## config.mk

```make
export PLATFORM = sky130hd
export DESIGN_NAME = serial_adder
export DESIGN_NICKNAME = d
export VERILOG_FILES = /design/src/rtl/serial_adder_pkg.sv /design/src/rtl/serial_add_cell.sv /design/src/rtl/serial_adder.sv
export SDC_FILE = /design/constraint.sdc
export NUM_CORES = 1
export LEC_CHECK = 0
export CORE_UTILIZATION = 48
export DETAILED_ROUTE_END_ITERATION = 16
export MAX_ROUTING_LAYER = met4
export PLACE_DENSITY = 0.86
export SETUP_SLACK_MARGIN = 0.1
export SYNTH_ARGS = -nofsm -noshare
export SYNTH_HDL_FRONTEND = slang
export SYNTH_HIERARCHICAL = 1
export SYNTH_SLANG_ARGS = --single-unit
```

## constraint.sdc

```tcl
create_clock -name clk -period 1.45 [get_ports clk]
set_input_delay 0.29 -clock clk [delete_from_list [all_inputs] [get_ports clk]]
set_output_delay 0.29 -clock clk [all_outputs]
set_load 0.03 [all_outputs]
```

## src/rtl/serial_adder_pkg.sv

```systemverilog
// Shared types and constants for the bit-serial adder.
package serial_adder_pkg;

  localparam int unsigned DEFAULT_WIDTH = 8;

  typedef enum logic [1:0] {
    IDLE = 2'd0,
    RUN  = 2'd1,
    DONE = 2'd2
  } state_e;

endpackage

```

## src/rtl/serial_add_cell.sv

```systemverilog
// One-bit full adder composed of two half-add stages and a carry OR.
module serial_add_cell (
  input  logic a_i,
  input  logic b_i,
  input  logic c_i,
  output logic s_o,
  output logic c_o
);

  logic h1_s;
  logic h1_c;
  logic h2_c;

  assign h1_s = a_i ^ b_i;
  assign h1_c = a_i & b_i;
  assign s_o  = h1_s ^ c_i;
  assign h2_c = h1_s & c_i;
  assign c_o  = h1_c | h2_c;

endmodule

```

## src/rtl/serial_adder.sv

```systemverilog
// Bit-serial adder: LSB-first, one bit per clock, result published with a done pulse.
module serial_adder
  import serial_adder_pkg::*;
#(
  parameter int unsigned WIDTH = DEFAULT_WIDTH
) (
  input  logic             clk,
  input  logic             rst_n,
  input  logic             start,
  input  logic [WIDTH-1:0] a,
  input  logic [WIDTH-1:0] b,
  input  logic             cin,
  output logic             busy,
  output logic             done,
  output logic [WIDTH-1:0] sum,
  output logic             cout
);

  localparam int unsigned CW = (WIDTH > 1) ? $clog2(WIDTH) : 1;
  localparam logic [CW-1:0] LAST_BIT = CW'(WIDTH - 1);

  state_e           state_q;
  logic [WIDTH-1:0] a_sr_q;
  logic [WIDTH-1:0] b_sr_q;
  logic [WIDTH-1:0] res_q;
  logic [WIDTH-1:0] res_d;
  logic             carry_q;
  logic             carry_d;
  logic             sum_bit;
  logic [CW-1:0]    cnt_q;
  logic             busy_q;
  logic             done_q;
  logic [WIDTH-1:0] sum_q;
  logic             cout_q;

  serial_add_cell u_cell (
    .a_i (a_sr_q[0]),
    .b_i (b_sr_q[0]),
    .c_i (carry_q),
    .s_o (sum_bit),
    .c_o (carry_d)
  );

  // New sum bit enters at the MSB so the word is aligned after WIDTH shifts.
  assign res_d = {sum_bit, res_q[WIDTH-1:1]};

  always_ff @(posedge clk or negedge rst_n) begin
    if (!rst_n) begin
      state_q <= IDLE;
      a_sr_q  <= '0;
      b_sr_q  <= '0;
      res_q   <= '0;
      carry_q <= 1'b0;
      cnt_q   <= '0;
      busy_q  <= 1'b0;
      done_q  <= 1'b0;
      sum_q   <= '0;
      cout_q  <= 1'b0;
    end else begin
      done_q <= 1'b0;
      unique case (state_q)
        IDLE, DONE: begin
          if (start) begin
            a_sr_q  <= a;
            b_sr_q  <= b;
            carry_q <= cin;
            cnt_q   <= '0;
            busy_q  <= 1'b1;
            state_q <= RUN;
          end else begin
            state_q <= IDLE;
          end
        end
        RUN: begin
          a_sr_q  <= a_sr_q >> 1;
          b_sr_q  <= b_sr_q >> 1;
          res_q   <= res_d;
          carry_q <= carry_d;
          // Counter stops at the final bit rather than wrapping.
          if (cnt_q == LAST_BIT) begin
            sum_q   <= res_d;
            cout_q  <= carry_d;
            done_q  <= 1'b1;
            busy_q  <= 1'b0;
            state_q <= DONE;
          end else begin
            cnt_q <= cnt_q + CW'(1);
          end
        end
        default: begin
          busy_q  <= 1'b0;
          state_q <= IDLE;
        end
      endcase
    end
  end

  assign busy = busy_q;
  assign done = done_q;
  assign sum  = sum_q;
  assign cout = cout_q;

endmodule

```

==> metrics.csv <==
stage;metric;value;unit
status;status;finished, final reports clean;
floorplan;Ports;31;
drt;Vias/cell;5.34;
layout;register area;1000;um2
drt;DR iter-0 viols;68;
placement;DP Wirelength;2440;um
yosys;Yosys top cell by area;dfrtp_1;
worst_setup_path;Worst path max stage delay;0.48;ns
power_and_ir_drop;Tot Pwr;4.83;mW
power_and_ir_drop;Pwr Density;1910;nW/um2
yosys;post-synthesis area per instance;14.3;um2
worst_setup_path;Reg2Reg Launch Point;cnt_q[1];
global_route;initial antenna violation count;0;
worst_setup_path;Worst path slowest cell;or4b_1;
worst_setup_path;CP most frequent cell;ha_4;
global_route;first-pass GRT wire length;5980;um
floorplan;Starting Density;50.2;%
power_and_ir_drop;Switching Share;35.5;%
global_route;vias in the first global route;1229;
yosys;mapped cell area;2020;um2
worst_hold_path;worst hold path type;in2async;
worst_setup_path;CP Launch Type;flip-flop;
cts;clk slew on worst S/H paths;0.07;ns
yosys;Yosys cell types;22;
power_and_ir_drop;Combinational Power Share;45.6;%
cts;CTS tree;built;
yosys;synthesized flop and latch total;40;
layout;post-route cell area;2530;um2
drt;via count;1224;
floorplan;Die Area;4470;um2
flow_run;max-cap violations;0;
power_and_ir_drop;Psw;1.72;mW
drt;Pre-antenna DRT Iters;3;
placement;Placed Area;2410;um2
cts;Num CTS Buffers;5;
cts;CTS max path bufs;2;
global_route;largest net degree at the start of global routing;26;
layout;area of the multi-input gates;992;um2
power_and_ir_drop;Clk pwr share;13.5;%
yosys;Post-Syn Instances;141;
yosys;sequential fraction of the synthesis area;49.5;%
floorplan;Die X;66.9;um
worst_setup_path;CP arrival;1.62;ns
sta;final hold violation count;0;
yosys;yosys warns;6;
layout;final net count;205;
power_and_ir_drop;P_int;3.12;mW
worst_setup_path;Worst Path Required;1.64;ns
layout;Synth-to-Final Area Change;25.4;%
worst_setup_path;R2R depth;4;
floorplan;Site Rows;23;
sta;final setup fails;0;
sta;Worst-Margin Slew;0.401;ns
sta;skew final;0.00482;ns
worst_setup_path;CP endpoint kind;flip-flop;
floorplan;Die Y;66.9;um
worst_setup_path;CP Class;reg2reg;
floorplan;core area;4030;um2
layout;diode count;0;
cts;# H-tree levels;2;
sta;RSZ-0062 raised after global routing;true;
sta;Tmin final;1.43;ns
worst_setup_path;Crit Reg-Reg Endpoint;cnt_q[0];
sta;fmax;700;MHz
placement;Final Wtd Congestion;0.744;
worst_setup_path;worst path cell trace;ha_4, ha_4, or4b_1, o311ai_2;
power_and_ir_drop;peak supply drop;838;uV
drt;antenna-violating nets left;0;
sta;max-slew violation count;0;
worst_setup_path;crit-path max FO;4;
sta;period utilization;98.5;%
global_route;total gr overflow;0;
cts;CTS root buf;clkbuf_8;
yosys;top post-synthesis cells by area;dfrtp_1 50%, mux2i_1 23%, mux2_4 11%;
yosys;share of the synthesized area in the top cell type;49.5;%
cts;Clock Latency Late Sink;0.28;ns
global_route;total track usage;18.7;%
layout;filler cell count;312;
drt;WL/cell;15.9;um
cts;CTS Sinks;40;
yosys;Syn Nets;165;
worst_setup_path;reg2reg setup slack;0.02;ns
power_and_ir_drop;Seq pwr share;40.8;%
drt;DRC Markers;0;
power_and_ir_drop;P_leak;1.24;nW
drt;Routed Wire Length;3630;um
placement;PortBufs;30;
sta;Relative slew margins;73.2;%
layout;share of layout cells above drive strength 1;25.1;%
sta;worst hold slack;0.464;ns
[sequential cells by signal, summed over array words and instances, names as in the netlist]
register	flops
a_sr_q	8
b_sr_q	8
busy	1
carry_q	1
cnt_q	3
cout	1
done	1
res_q	7
state_q	2
sum	8
[cell families (layout without fill, tap and decap cells)]
kind of cell / after synthesis / in the layout / synth area share [%]
fa+ha+maj: 4 / 4 / 2.85
buf+inv: 13 / 50 / 4.46
flops: 40 / 40 / 49.5
compound gates: 7 / 7 / 2.48
mux: 64 / 64 / 35.5
simple gates: 13 / 14 / 5.14
[cell usage after synthesis (all sizes together)]
cell     number
or3b          2
mux2         17
nand2b        1
buf          10
mux2i        47
o211ai        3
nor2          2
inv           3
nand3         4
ha            3
dfrtp        40
or4bb         1
nand3b        1
fa            1
o21ai         2
or4b          1
o2bb2ai       1
nand4bb       1
o311ai        1
[routing by layer]
| metal | wire length, um | track usage (%) |
|---|---|---|
| met5 | 0 | - |
| met4 | 25 | 3.72 |
| met3 | 144 | 5.82 |
| met2 | 1810 | 29.4 |
| met1 | 1650 | 23.7 |
[power by group through the flow]
stage                     combinational, mW  sequential (mW)  clock [mW]
after global placement                 2.10             1.95           0
after detailed placement               2.18             1.99           0
after global routing                   2.40             2.04       0.716
after floorplan                        1.39             2.17           0
after CTS                              2.16             1.98       0.674
final                                  2.21             1.97       0.653
[cells in the final DEF (no fill, tap or decap), drive strengths merged]
cell	count
or3b	2
mux2	17
nor2	2
nand2b	1
nand4bb	1
dfrtp	40
o211ai	3
nand3	4
ha	3
fa	1
mux2i	47
clkdlybuf4s50	18
nand3b	2
dlygate4sd3	1
or4bb	1
o21ai	2
o2bb2ai	1
buf	12
clkbuf	9
o311ai	1
clkdlybuf4s15	6
inv	3
dlygate4sd2	1
or4b	1
[per-stage QoR]
stage,std cells,utilization (%),TNS [ns],worst slack [ns]
6_report,229,62.9,0,0.0215
5_1_grt,229,62.9,-0.0234,-0.0234
4_1_cts,226,62.2,0,0.0310
3_5_place_dp,217,59.8,-0.00746,-0.00746
3_3_place_gp,217,59.8,0,0.0219
2_1_floorplan,141,-,0,0.0718
[critical path, delay by kind of cell (launching register included)]
kind                     cells  cell delay, ns
AO/OA/AOI/OAI                1            0.08
adder cells (fa/ha/maj)      2            0.36
flip-flops                   1            0.42
AND/OR/NAND/NOR              1            0.48
[timing repair]
item                                   CTS  global route
setup endpoints to repair               29            40
gates resized for setup                 15            15
cloned                                   1             0
endpoints found under the hold margin   15             0
pin swaps                                3             5
hold buffers                             1             0
setup buffers                            2             3
[layout make-up]
| class | count | share of cell area (%) |
|---|---|---|
| clock buffer | 5 | 2.71 |
| inverter | 3 | 0.444 |
| multi-input combinational | 89 | 39.1 |
| timing repair buffer | 42 | 15.7 |
| sequential | 40 | 39.5 |
| tap | 50 | 2.47 |
[worst max path at each step]
stage | startpoint | to | slack (ns)
CTS | cnt_q[0] | cnt_q[1] | 0.03
detailed placement | start | b_sr_q[2] | -0.007
global placement | start | cnt_q[1] | 0.02
finish | cnt_q[1] | cnt_q[0] | 0.02
floorplan | cnt_q[0] | cout | 0.07
global route | cnt_q[0] | cnt_q[0] | -0.02
Power figures use the tool's default switching activity.
